File: src/rtl/pc_hazard_ctrl.sv
// Front-end sequencer: owns the fetch PC, picks the next PC (branch redirect,
// JAL redirect, load-use hold, sequential), drives IF/ID and ID/EX stall/flush,
// and keeps saturating stall/redirect counters.
module pc_hazard_ctrl #(
  parameter int unsigned         Width    = 32,
  parameter logic [Width-1:0]    RESET_PC = '0,
  parameter int unsigned         CNT_W    = 16
) (
  input  logic             clk,
  input  logic             rst,
  input  logic [31:0]      id_inst,
  input  logic [Width-1:0] id_pc,
  input  logic [Width-1:0] id_imm,
  input  logic             ex_mem_read,
  input  logic [4:0]       ex_rd,
  input  logic             ex_br_taken,
  input  logic [Width-1:0] ex_br_target,
  output logic [Width-1:0] pc,
  output logic             pc_write,
  output logic             ifid_write,
  output logic             ifid_flush,
  output logic             idex_flush,
  output logic             stall,
  output logic [CNT_W-1:0] stall_cnt,
  output logic [CNT_W-1:0] flush_cnt
);

  localparam logic [6:0] OP_R    = 7'b0110011;
  localparam logic [6:0] OP_S    = 7'b0100011;
  localparam logic [6:0] OP_B    = 7'b1100011;
  localparam logic [6:0] OP_I    = 7'b0010011;
  localparam logic [6:0] OP_LD   = 7'b0000011;
  localparam logic [6:0] OP_JALR = 7'b1100111;
  localparam logic [6:0] OP_JAL  = 7'b1101111;

  logic [Width-1:0] pc_q, pc_d;
  logic             id_valid_q, id_valid_d;
  logic [CNT_W-1:0] stall_cnt_q, flush_cnt_q;
  logic             use1, use2, hazard, jal;
  logic             stall_inc, flush_inc;
  logic [Width-1:0] jal_sum;

  // Only opcode and the two source fields matter here; the rest of the word is ignored.
  logic unused_inst;
  assign unused_inst = ^{id_inst[31:25], id_inst[14:7]};

  // Which source registers the ID instruction actually reads.
  always_comb begin
    use1 = 1'b0;
    use2 = 1'b0;
    case (id_inst[6:0])
      OP_R, OP_S, OP_B:      begin use1 = 1'b1; use2 = 1'b1; end
      OP_I, OP_LD, OP_JALR:  use1 = 1'b1;
      default: ;
    endcase
  end

  assign hazard = id_valid_q & ex_mem_read & (ex_rd != 5'd0) &
                  ((use1 & (ex_rd == id_inst[19:15])) |
                   (use2 & (ex_rd == id_inst[24:20])));
  assign jal     = id_valid_q & (id_inst[6:0] == OP_JAL);
  assign jal_sum = id_pc + id_imm;

  // Next-PC select and pipeline control; a taken branch squashes any wrong-path hazard/jal.
  always_comb begin
    pc_d       = pc_q + Width'(4);
    pc_write   = 1'b1;
    ifid_write = 1'b1;
    ifid_flush = 1'b0;
    idex_flush = 1'b0;
    stall      = 1'b0;
    stall_inc  = 1'b0;
    flush_inc  = 1'b0;
    if (ex_br_taken) begin
      pc_d       = {ex_br_target[Width-1:1], 1'b0};
      ifid_flush = 1'b1;
      idex_flush = 1'b1;
      flush_inc  = 1'b1;
    end else if (hazard) begin
      pc_d       = pc_q;
      pc_write   = 1'b0;
      ifid_write = 1'b0;
      idex_flush = 1'b1;
      stall      = 1'b1;
      stall_inc  = 1'b1;
    end else if (jal) begin
      pc_d       = {jal_sum[Width-1:1], 1'b0};
      ifid_flush = 1'b1;
      flush_inc  = 1'b1;
    end
  end

  // ID-valid tracks whether IF/ID holds a real instruction rather than a bubble.
  always_comb begin
    id_valid_d = 1'b1;
    if (ifid_flush)       id_valid_d = 1'b0;
    else if (!ifid_write) id_valid_d = id_valid_q;
  end

  // PC, ID-valid and saturating counters.
  always_ff @(posedge clk or posedge rst) begin
    if (rst) begin
      pc_q        <= RESET_PC;
      id_valid_q  <= 1'b0;
      stall_cnt_q <= '0;
      flush_cnt_q <= '0;
    end else begin
      if (pc_write) pc_q <= pc_d;
      id_valid_q <= id_valid_d;
      if (stall_inc && stall_cnt_q != '1) stall_cnt_q <= stall_cnt_q + CNT_W'(1);
      if (flush_inc && flush_cnt_q != '1) flush_cnt_q <= flush_cnt_q + CNT_W'(1);
    end
  end

  assign pc        = pc_q;
  assign stall_cnt = stall_cnt_q;
  assign flush_cnt = flush_cnt_q;

endmodule
File: config.mk
export PLATFORM = sky130hd
export DESIGN_NAME = pc_hazard_ctrl
export DESIGN_NICKNAME = d
export VERILOG_FILES = /design/src/rtl/pc_hazard_ctrl.sv
export SDC_FILE = /design/constraint.sdc
export NUM_CORES = 1
export LEC_CHECK = 0
export BUFFER_PORTS_ARGS = -buffer_cell sky130_fd_sc_hd__buf_2
export CAP_MARGIN = 0
export CORE_ASPECT_RATIO = 1.25
export CORE_MARGIN = 2
export CORE_UTILIZATION = 49
export DETAILED_ROUTE_END_ITERATION = 10
export PLACE_DENSITY = 0.78
export SLEW_MARGIN = 5
export SYNTH_ARGS = -nofsm -noshare
export SYNTH_HDL_FRONTEND = slang
export SYNTH_SLANG_ARGS = --single-unit
File: constraint.sdc
create_clock -name clk -period 3.6 [get_ports clk]
set_clock_uncertainty 0.15 [all_clocks]
set_input_delay 0.18 -clock clk [delete_from_list [all_inputs] [get_ports clk]]
set_output_delay 0.18 -clock clk [all_outputs]
set_load 0.01 [all_outputs]
**After elaboration in Yosys (flattened, before gate mapping)**

Index checks and enable logic that the tools add are counted.

- Bits in registers: 65
- Input port bits: 137

- Add/subtract/negate cells: 4
- Equality and inequality tests: 12
- Muxes and demuxes: 15
- Bitwise gates (word level): 7
- Reductions and logical operators: 7

Operators by type and width:

| operator | count |
|---|---|
| $mux 32 | 3 |
| $add 16x1->16 const B | 2 |
| $add 32x3->32 const B | 1 |
| $add 32x32->32 | 1 |
| $ne 16x16->1 const B | 2 |
| $eq 7x7->1 const B | 3 |
| $eq 7x6->1 const B | 2 |
| $mux 1 | 12 |
| $eq 5x5->1 | 2 |
| $eq 7x2->1 const B | 1 |
| $eq 7x5->1 const B | 1 |
| $and 1x1->1 | 6 |
| $reduce_or 6->1 | 1 |
| $reduce_bool 5->1 | 1 |
| $reduce_or 3->1 | 1 |
| $logic_and 1x1->1 | 2 |
| $ne 2x2->1 const B | 1 |
| $reduce_and 2->1 | 1 |
| $reduce_bool 2->1 | 1 |
| $or 1x1->1 | 1 |

**Logic depth before layout (Yosys ltp)**

Gate-level depths: netlist of the first run.

- Word-level depth: 10
- Gate-level depth with buffers: 11
- Mapped depth without buffers: 11

**Least setup slack after synthesis of the first run**

Ideal clock, no wire load.

- Path type: input-to-reg
- Start point: input id_pc[15]
- End point: register pc_q[28], in the netlist pc[28]
- Library setup time: 0.135 ns
- Data arrival time: 2.331 ns
- Required time: 3.315 ns
- Slack: 0.985 ns
- Stages on the path: 11
- Buffers on the path: 1
- Cells stage by stage: ha_1 buf_6 a21o_1 a31o_1 a311o_1 a221oi_4 o211ai_2 a21o_1 a21oi_2 xor2_1 o31ai_1

- Word-level cells in the longest chain between the ends: 4

Ends and longest elaborated chain:

| item | line | RTL |
|---|---|---|
| from (decl) | 12 | `input logic [Width-1:0] id_pc,` |
| $add 32x32->32 | 62 | `assign jal_sum = id_pc + id_imm;` |
| $mux 32 | 86 | `end else if (jal) begin` |
| $mux 32 | 79 | `end else if (hazard) begin` |
| $mux 32 | 74 | `if (ex_br_taken) begin` |
| to (signal assigned) | 108 | `if (pc_write) pc_q <= pc_d;` |
| to (decl) | 36 | `logic [Width-1:0] pc_q, pc_d;` |

Every way passes these cells. The select of a mux whose other input is x is not followed.
A chain may end at the register's enable or synchronous reset.

**Final worst setup path of the first run**

- Start point: register pc_q[4], in the netlist pc[4]
- End point: register pc_q[25], in the netlist pc[25]

- Word-level cells in the longest chain between the ends: 4

Ends and longest elaborated chain:

| item | line | RTL |
|---|---|---|
| $add 32x3->32 | 66 | `pc_d = pc_q + Width'(4);` |
| $mux 32 | 86 |  |
| $mux 32 | 79 |  |
| $mux 32 | 74 |  |

Every way passes these cells. The select of a mux whose other input is x is not followed.

==> impl_metrics.py, run 1 <==
metrics = {
    "timing": {
        "fin_crit_ns": 2.74,
        "hold_violations": 0,
        "slew_violations": 0,
        "hold_slack_ns": 0.0119,
        "grt_setup_unrepaired": "false",
        "slew_headroom_pct": 34.5,
        "timing.final.crit_share_pct": 76.0,
        "fin_tns_setup_ns": 0,
        "clock.fmax_mhz": 365,
        "max_slew.worst_pin.slew_ns": 0.982,
        "setup_violations": 0,
    },
    "placement": {
        "gp_congestion": 0.921,
        "hpwl_microns": 11500,
        "port_buffers": 188,
    },
    "finish": {
        "final_cell_mix": "buf_2 (188), nand2_1 (66), dfrtp_1 (64)",
        "layout.nets": 1053,
        "mostFrequentLayoutCell": "buf_2",
        "diodes": 0,
        "area_growth_pct": 30.8,
        "drive_gt1_share_pct": 27.4,
    },
    "logic_synthesis": {
        "synth_top_area_share_pct": 29.1,
        "yosysTopAreaCell": "dfrtp_1",
        "synthesis.nets": 849,
        "synth_edf_count": 0,
        "synth-seq-cells": 64,
        "synth_ff_type": "dfrtp_1",
        "synth_cell_types": 74,
        "synthArstFlopShare_pct": 100,
        "synth.area.top_cells": "dfrtp_1 (29%), ha_1 (7.5%), xnor2_1 (6.7%), a21oi_1 (5.7%), nand2_1 (4.5%)",
        "syn_inst": 678,
        "synthesis.area_sq_um": 5500,
        "synth_seq_area_share_pct": 29.1,
        "yosysWarnings": 0,
        "synth.avg_cell_area_sq_um": 8.11,
    },
    "outcome": {
        "status": "complete, no violations",
    },
    "cts": {
        "h-tree-depth": 3,
        "clock_path_buffers": 2,
        "postCtsSetupRepairBufs": 0,
        "clk_pin_slew_ns": 0.05,
        "cts_buffers": 9,
        "clkLatencyLatePin_ns": 0.32,
        "cts-root-buf": "clkbuf_16",
        "clock_sinks": 64,
        "cts_resized": 0,
        "cts_tree": "built",
    },
    "drt": {
        "drt_iter0_drc": 293,
        "post_drt_wl_per_cell_microns": 15.2,
        "firstDrtPassIters": 5,
        "routed_via_density": 5.63,
        "vias": 5750,
        "wl_microns": 15500,
        "drc": 0,
        "drtAntennaViolNets": 0,
    },
    "critical_path": {
        "crit_type": "reg2reg",
        "critPathSlowestCell": "or4_4",
        "crit_fanout": 8,
        "crit_chain": "nand4_1, or4_4, nor3_2, and3_1, nand2_1, o311ai_0, o21ai_0, o41ai_1",
        "cp-end-kind": "flip-flop",
        "start_kind": "flip-flop",
        "critPathRequiredTime_ns": 3.66,
        "slowest_delay_ns": 0.56,
        "arrival_ns": 2.79,
    },
    "grt": {
        "grt_max_degree": 50,
        "track_usage_pct": 24.9,
        "grt_pass1_vias": 5315,
        "antenna_found_initial": 0,
        "grt_pass1_wl_microns": 24900,
        "gr-total-overflow": 0,
    },
    "pwr": {
        "pwr-share-seq_pct": 32.9,
        "irDropWorstVdd_uv": 251,
        "clockPowerShare_pct": 39.9,
        "comb_power_share_pct": 27.2,
        "p_sw_w": 0.000800,
        "leakagePower_nw": 3.36,
        "power_density_nw_per_um2": 373,
        "p_int_w": 0.00188,
        "p_sw_share_pct": 29.9,
    },
    "die": {
        "die_w_microns": 98.7,
        "die-area_sq_um": 12100,
        "row_count": 43,
        "die_h_microns": 122,
        "core_sq_um": 11000,
        "start_util_pct": 49.8,
        "io_pins": 206,
    },
    "job": {
        "maxCapViolCount": 0,
    },
    "hold_path": {
        "hp-class": "in2reg",
    },
}
## through the flow
stage	util [%]	power, W	instances	setup WS, ns	area, sq um
after floorplan	-	0.00134	678	0.985	5500
after global placement	59.0	0.00158	975	0.606	6510
after detailed placement	59.0	0.00159	975	0.608	6510
after CTS	65.2	0.00269	1022	0.864	7190
after global routing	65.2	0.00282	1022	0.553	7190
final	65.2	0.00268	1022	0.862	7190
## cell families (layout without fill, tap and decap cells)
family / count (synthesis) / count (layout) / share of synthesized area (%)
DFF: 64 / 64 / 29.1
muxes: 11 / 11 / 2.16
AOI/OAI and AO/OA: 206 / 206 / 24.2
xor gates and xnor gates: 63 / 63 / 10.0
adders and majority gates: 34 / 34 / 7.88
buffers and inverters: 48 / 257 / 3.71
other: 1 / 1 / 0.0682
and+or+nand+nor: 251 / 251 / 22.9
## path summary, 6_finish.rpt
path | start | to | slack [ns] | cells past startpoint
setup / recovery | pc[4] | pc[25] | 0.86 | 8
hold / removal | ex_br_target[15] | pc[15] | 0.01 | 2
setup reg to reg | pc[4] | pc[25] | 0.86 | 8
hold reg to reg | flush_cnt[11] | flush_cnt[11] | 0.33 | 1
max in group asynchronous | rst | stall_cnt[11] | 1.96 | 4
min in group asynchronous | rst | flush_cnt[7] | 0.49 | 3
## synth_stat cells, types with 6 or more instances
cell type / count
nor3_1: 13
o22ai_1: 9
a21o_1: 13
clkbuf_1: 21
mux2_2: 7
ha_1: 33
a31oi_1: 9
a21oi_1: 63
nor2_1: 59
xor2_1: 21
dfrtp_1: 64
a211oi_1: 11
inv_1: 16
o21ai_0: 48
xnor2_1: 42
o31ai_1: 6
nand2_1: 66
nand4_1: 17
or2_2: 6
nand3_1: 33
and3_1: 19
## final cells by class
type                    count  area (sq um)
clock buffers               9           225
repair buffers            225          1300
clock inverters             7           143
multi-input cells         566          3700
flip-flops and latches     64          1600
inverters                  16          60.1
fillers                   972          3840
well taps                 135           169
## power groups by stage
stage	clock (W)	sequential [W]	combinational (W)
2_1_floorplan	0	0.000909	0.000429
3_3_place_gp	0	0.000889	0.000689
3_5_place_dp	0	0.000890	0.000695
4_1_cts	0.00109	0.000878	0.000726
5_1_grt	0.00111	0.000893	0.000810
6_report	0.00107	0.000880	0.000729
## routing by layer
layer | GRT usage [%] | up-vias | routed length (microns)
li1 | - | 2886 | -
met1 | 33.1 | 2655 | 6930
met2 | 42.1 | 185 | 7590
met3 | 2.85 | 24 | 674
met4 | 8.65 | 0 | 301
met5 | 0 | - | 0
## state kept, by name, indices dropped and copies added (netlist names)
name	flops
pc	31
flush_cnt	16
stall_cnt	16
id_valid_q	1
## timing repair
| item | 4_1_cts | 5_1_grt |
|---|---|---|
| hold endpoints to repair | 75 | 0 |
| setup endpoints to repair | 0 | 0 |
| hold buffers | 31 | 0 |
## worst max-delay path: cells and delay by family, from the launching register on
family	cells	cell delay (ns)
AOI/OAI and AO/OA	3	0.62
DFF	1	0.46
and+or+nand+nor	5	1.40
Power figures use the tool's default switching activity.
==> run 2, diff against run 1 <==
- ABC_AREA: default -> 1
- CORE_UTILIZATION: 49 -> 48
- PLACE_DENSITY: 0.78 -> 0.76
- clock period: 3.6 -> 2.31 ns (I/O delays scaled with it)
==> run 2 against run 1 <==
Against the previous run:
- critical path depth is the same
- sequential cell count is the same
- register-to-register slack lost 0.64 ns
- count of clock-buffer cells in the layout is the same
- die area grew 26%
- synthesized cell count grew 69%
- first-iteration DRC count grew 95%
- combinational power grew 93%
- total power grew 60%
- wire length grew 40%
- largest cell class unchanged
==> impl_metrics.py, run 2 <==
metrics = {
    "outcome": {
        "status": "complete, no violations",
    },
    "logic_synthesis": {
        "synth.area.top_cells": "dfrtp_1 (23%), nand2_1 (22%), inv_1 (10%), ha_1 (6.1%), nand3_1 (5.4%)",
        "synthesis.area_sq_um": 6820,
        "synth_top_area_share_pct": 23.5,
        "yosysWarnings": 0,
        "syn_inst": 1147,
        "synth.avg_cell_area_sq_um": 5.95,
        "synthesis.nets": 1318,
        "synth.area.mux_share_pct": 0,
        "synth_adder_area_share_pct": 6.35,
        "synth-seq-cells": 64,
        "synth_ff_type": "dfrtp_1",
        "synthArstFlopShare_pct": 100,
        "synth_edf_count": 0,
        "synth_seq_area_share_pct": 23.5,
        "yosysTopAreaCell": "dfrtp_1",
        "synth-xor-area-share_pct": 7.58,
        "synth-compound-area-share_pct": 10.5,
        "yosysMostFrequentCell": "nand2_1",
        "yosys.area_share.simple_pct": 39.9,
        "synth_top_family_by_area": "simple AND/OR/NAND/NOR gates",
        "synth_cell_types": 43,
        "synthTopCellsByCount": "nand2_1 (408), inv_1 (185), nor2_1 (88)",
    },
    "critical_path": {
        "regToRegEndpoint": "pc[27]",
        "reg2reg_depth": 10,
        "cp-end-kind": "output port",
        "crit_fanout": 27,
        "start_kind": "flip-flop",
        "critPathRequiredTime_ns": 2.04,
        "arrival_ns": 1.87,
        "rrSetupSlack_ns": 0.22,
        "rr_startpoint": "pc[4]",
        "crit_type": "reg2out",
        "cp-startpoint": "id_valid_q",
    },
    "placement": {
        "hpwl_microns": 17100,
        "dp_slack_ns": 0.151,
        "gp_congestion": 0.941,
        "postPlaceCellArea_sq_um": 8010,
        "port_buffers": 188,
        "dp_cells": 1509,
    },
    "pwr": {
        "power_density_nw_per_um2": 495,
        "leakagePower_nw": 4.81,
        "irDropWorstVdd_uv": 579,
    },
    "grt": {
        "grt_pass1_vias": 7373,
        "track_usage_pct": 28.0,
        "gr-total-overflow": 0,
        "antenna_found_initial": 0,
        "grt_max_degree": 40,
        "grt_pass1_wl_microns": 34400,
    },
    "finish": {
        "final_cell_mix": "nand2_1 (408), buf_2 (188), inv_1 (184)",
        "diodes": 0,
        "register_area_sq_um": 1600,
        "layout.nets": 1548,
        "drive_gt1_share_pct": 17.7,
        "mostFrequentLayoutCell": "nand2_1",
        "fin_area_sq_um": 8660,
        "final_cell_count_no_fill": 1557,
        "area_growth_pct": 26.9,
        "multi_input_area_sq_um": 4400,
        "n_fill_cell": 1355,
        "largest_reg_flops": 31,
    },
    "hold_path": {
        "hold_depth": 8,
        "hp-class": "in2reg",
        "min_to": "pc[31]",
        "min_from": "id_pc[31]",
    },
    "die": {
        "start_util_pct": 49.2,
        "row_count": 48,
        "core_sq_um": 13900,
        "die_h_microns": 137,
        "die-area_sq_um": 15200,
        "io_pins": 206,
        "die_w_microns": 111,
    },
    "drt": {
        "firstDrtPassIters": 7,
        "drtAntennaViolNets": 0,
        "drt_iter0_drc": 571,
        "post_drt_wl_per_cell_microns": 13.9,
        "wl_microns": 21700,
        "vias": 7950,
        "drc": 0,
        "routed_via_density": 5.11,
    },
    "cts": {
        "clkLatencyLatePin_ns": 0.34,
        "cts-root-buf": "clkbuf_16",
        "postCtsSetupRepairBufs": 0,
        "clock_path_buffers": 2,
        "clock_sinks": 64,
        "cts_buffers": 9,
        "clk_pin_slew_ns": 0.06,
        "h-tree-depth": 3,
        "cts_tree": "built",
    },
    "timing": {
        "timing.final.crit_share_pct": 92.6,
        "grt_setup_unrepaired": "false",
        "slew_headroom_pct": 66.1,
        "hold_violations": 0,
        "hold_slack_ns": 0.118,
        "setup_violations": 0,
        "clock.fmax_mhz": 468,
        "slew_violations": 0,
        "max_slew.worst_pin.slew_ns": 0.509,
        "fin_ws_ns": 0.172,
        "fin_tns_setup_ns": 0,
        "fin_crit_ns": 2.14,
    },
    "job": {
        "maxCapViolCount": 0,
    },
}
## run 2: cell count changes in the layout (fill, tap and decap cells not counted), moves of 19 or more
cell     change
inv_1      +169
xnor2_1     -21
nand2_1    +342
nor2_1      +29
nand3_1     +40
nor3_1      +19
## run 2: worst max-delay path by stage
stage	to	slack, ns	cells after the start
2_1_floorplan	flush_cnt[0]	0.45	1
3_3_place_gp	pc[30]	0.21	17
3_5_place_dp	pc[30]	0.15	17
4_1_cts	stall	0.05	8
5_1_grt	stall	0.05	8
6_report	stall	0.17	8
## run 2: kinds of logic (layout without fill, tap and decap cells)
kind of cell,count (synthesis),in the layout
fa+ha+maj,34,34
other cells,1,1
flops,64,64
simple gates,649,649
buf+inv,210,445
xor+xnor,59,59
compound gates,130,130
## run 2: cell type report
type                            instances  area share (%)
Clock buffer                            9            2.60
Clock inverter                          7            1.10
Multi-Input combinational cell        873            50.8
Sequential cell                        64            18.5
Timing Repair Buffer                  239            16.3
Inverter                              190            8.25
Tap cell                              175            2.53
## run 2: per-layer routing
metal	wire length, microns	GRT usage (%)	vias up	part of all wire (%)
met2	11200	53.0	258	52
met4	420	8.13	0	1.9
met5	0	0	-	0
met1	8760	32.4	3568	40
met3	1320	4.80	37	6.1
li1	-	-	4087	-
## run 2: metrics by stage
step	util [%]	power, W
after global placement	57.8	0.00276
after CTS	62.4	0.00431
after floorplan	-	0.00227
final	62.4	0.00429
after detailed placement	57.8	0.00277
after global routing	62.4	0.00457
## run 2: timing repair
item                       CTS  global route
hold buffers                32             0
setup endpoints to repair    0             1
gates resized for setup      0             1
hold endpoints to repair    95             0
## run 2: report_power, final
part | internal [W] | switching, W | leakage, nW | total (W)
Clock | 0.000946 | 0.000538 | 0.156 | 0.00148
Sequential | 0.00124 | 0.000161 | 0.764 | 0.00140
Combinational | 0.000567 | 0.000839 | 3.89 | 0.00141
Total | 0.00275 | 0.00154 | 4.81 | 0.00429
## run 2: critical path: stages (launching register included)
cell and delay [ns]:
dfrtp_1 0.39, inv_1 0.05, nor2_1 0.08, nand4_1 0.10, a31oi_1 0.20, nand3_1 0.18, clkinv_2 0.10, buf_6 0.23
buf_2 0.18
==> run 3, diff against run 2 <==
- BUFFER_PORTS_ARGS: -buffer_cell sky130_fd_sc_hd__buf_2 -> default
- CORE_UTILIZATION: 48 -> 49
- DONT_BUFFER_PORTS: default -> 1
- PLACE_DENSITY: 0.76 -> 0.64
==> run 3 against run 2 <==
Against the previous run:
- via count fell by 10%
- highest routed layer unchanged
- sequential cell count unchanged
- maximum frequency is essentially flat
==> impl_metrics.py, run 3 (synthesis results as in run 2) <==
metrics = {
    "timing": {
        "clock.fmax_mhz": 468,
        "setup_violations": 0,
        "slew_violations": 0,
        "max_slew.worst_pin.slew_ns": 1.01,
        "hold_violations": 0,
        "fin_crit_ns": 2.14,
        "timing.final.crit_share_pct": 92.6,
        "fin_tns_setup_ns": 0,
        "grt_setup_unrepaired": "false",
        "hold_slack_ns": 0.0222,
        "slew_headroom_pct": 32.3,
    },
    "pwr": {
        "irDropWorstVdd_uv": 555,
        "leakagePower_nw": 4.09,
        "p_sw_share_pct": 36.6,
        "p_int_w": 0.00246,
        "comb_power_share_pct": 31.3,
        "pwr-share-seq_pct": 36.9,
        "power_density_nw_per_um2": 500,
        "clockPowerShare_pct": 31.7,
        "p_sw_w": 0.00142,
    },
    "finish": {
        "mostFrequentLayoutCell": "nand2_1",
        "layout.nets": 1372,
        "largest_reg_flops": 31,
        "drive_gt1_share_pct": 5.40,
        "final_cell_mix": "nand2_1 (408), inv_1 (184), nor2_1 (87)",
        "area_growth_pct": 13.9,
        "diodes": 0,
    },
    "job": {
        "maxCapViolCount": 0,
    },
    "drt": {
        "routed_via_density": 5.18,
        "post_drt_wl_per_cell_microns": 15.0,
        "vias": 7140,
        "drtAntennaViolNets": 0,
        "drt_iter0_drc": 400,
        "wl_microns": 20700,
        "firstDrtPassIters": 5,
        "drc": 0,
    },
    "cts": {
        "cts_tree": "built",
        "postCtsSetupRepairBufs": 0,
        "cts_buffers": 9,
        "clkLatencyLatePin_ns": 0.33,
        "cts-root-buf": "clkbuf_16",
        "clock_path_buffers": 2,
        "clk_pin_slew_ns": 0.06,
        "clock_sinks": 64,
        "h-tree-depth": 3,
    },
    "placement": {
        "gp_congestion": 0.909,
        "port_buffers": 0,
        "hpwl_microns": 16400,
    },
    "grt": {
        "grt_pass1_vias": 6713,
        "grt_max_degree": 65,
        "track_usage_pct": 27.8,
        "antenna_found_initial": 0,
        "gr-total-overflow": 0,
        "grt_pass1_wl_microns": 32400,
    },
    "outcome": {
        "status": "complete, no violations",
    },
    "die": {
        "io_pins": 206,
        "start_util_pct": 49.8,
        "die_h_microns": 136,
        "row_count": 48,
        "core_sq_um": 13700,
        "die_w_microns": 110,
        "die-area_sq_um": 14900,
    },
    "critical_path": {
        "cp-end-kind": "flip-flop",
        "crit_top_cell": "nand2_1",
        "crit_fanout": 9,
        "critPathSlowestCell": "nor4_1",
        "slowest_delay_ns": 0.44,
        "start_kind": "flip-flop",
        "arrival_ns": 2.20,
        "crit_chain": "inv_1, nor4_1, nand2_1, o21ai_2, nor2_1, nand2_1, nor2_1, nand2_1, nand2_1",
        "critPathRequiredTime_ns": 2.37,
        "crit_type": "reg2reg",
    },
    "hold_path": {
        "hp-class": "in2reg",
    },
}
run 3: final timing paths:
kind,slack [ns],cells after the start,end,start
max,0.17,9,flush_cnt[8],flush_cnt[8]
min,0.02,6,pc[31],id_pc[31]
max reg2reg,0.17,9,flush_cnt[8],flush_cnt[8]
min reg2reg,0.40,1,flush_cnt[3],flush_cnt[3]
max in group asynchronous,1.56,3,pc[16],rst
min in group asynchronous,0.18,3,flush_cnt[15],rst
run 3: critical path, delay by kind of cell, from the launching register on:
family          cells  cell delay, ns
simple gates        7            0.97
flops               1            0.41
compound gates      1            0.36
buf+inv             1            0.13
run 3: power by group through the flow:
stage                     combinational (W)  clock (W)  sequential, W
after floorplan                    0.000829          0        0.00144
after CTS                           0.00122    0.00126        0.00144
after global placement              0.00115          0        0.00145
final                               0.00122    0.00123        0.00144
after global routing                0.00139    0.00130        0.00145
after detailed placement            0.00116          0        0.00145
run 3: metal layers:
layer	GRT usage (%)	wire length [microns]	vias to the layer above
met5	0	0	-
met4	9.07	501	0
met3	5.42	1070	33
met2	50.9	10800	168
met1	32.0	8330	3218
li1	-	-	3721
run 3: through the flow:
step                      power, W  util, %  setup slack, ns  cell area [sq um]  std cells
after detailed placement   0.00261     52.4            0.169               7170       1332
after floorplan            0.00227        -            0.446               6820       1147
after CTS                  0.00391     56.7            0.149               7760       1378
final                      0.00389     56.7            0.171               7770       1378
after global placement     0.00260     52.4            0.205               7170       1332
after global routing       0.00414     56.7           0.0321               7770       1378
run 3: repair_timing:
| item | in CTS | in global routing |
|---|---|---|
| hold buffers | 33 | 0 |
| endpoints found under the setup margin | 0 | 1 |
| resized for setup | 0 | 1 |
| endpoints found under the hold margin | 95 | 0 |
run 3: area by class of cell:
cell class / instances / area, sq um
well taps: 175 / 219
clock buffers: 12 / 256
clock inverters: 1 / 5.00
fillers: 1429 / 5930
inverters: 190 / 714
flip-flops and latches: 64 / 1600
repair buffers: 63 / 568
multi-input cells: 873 / 4400
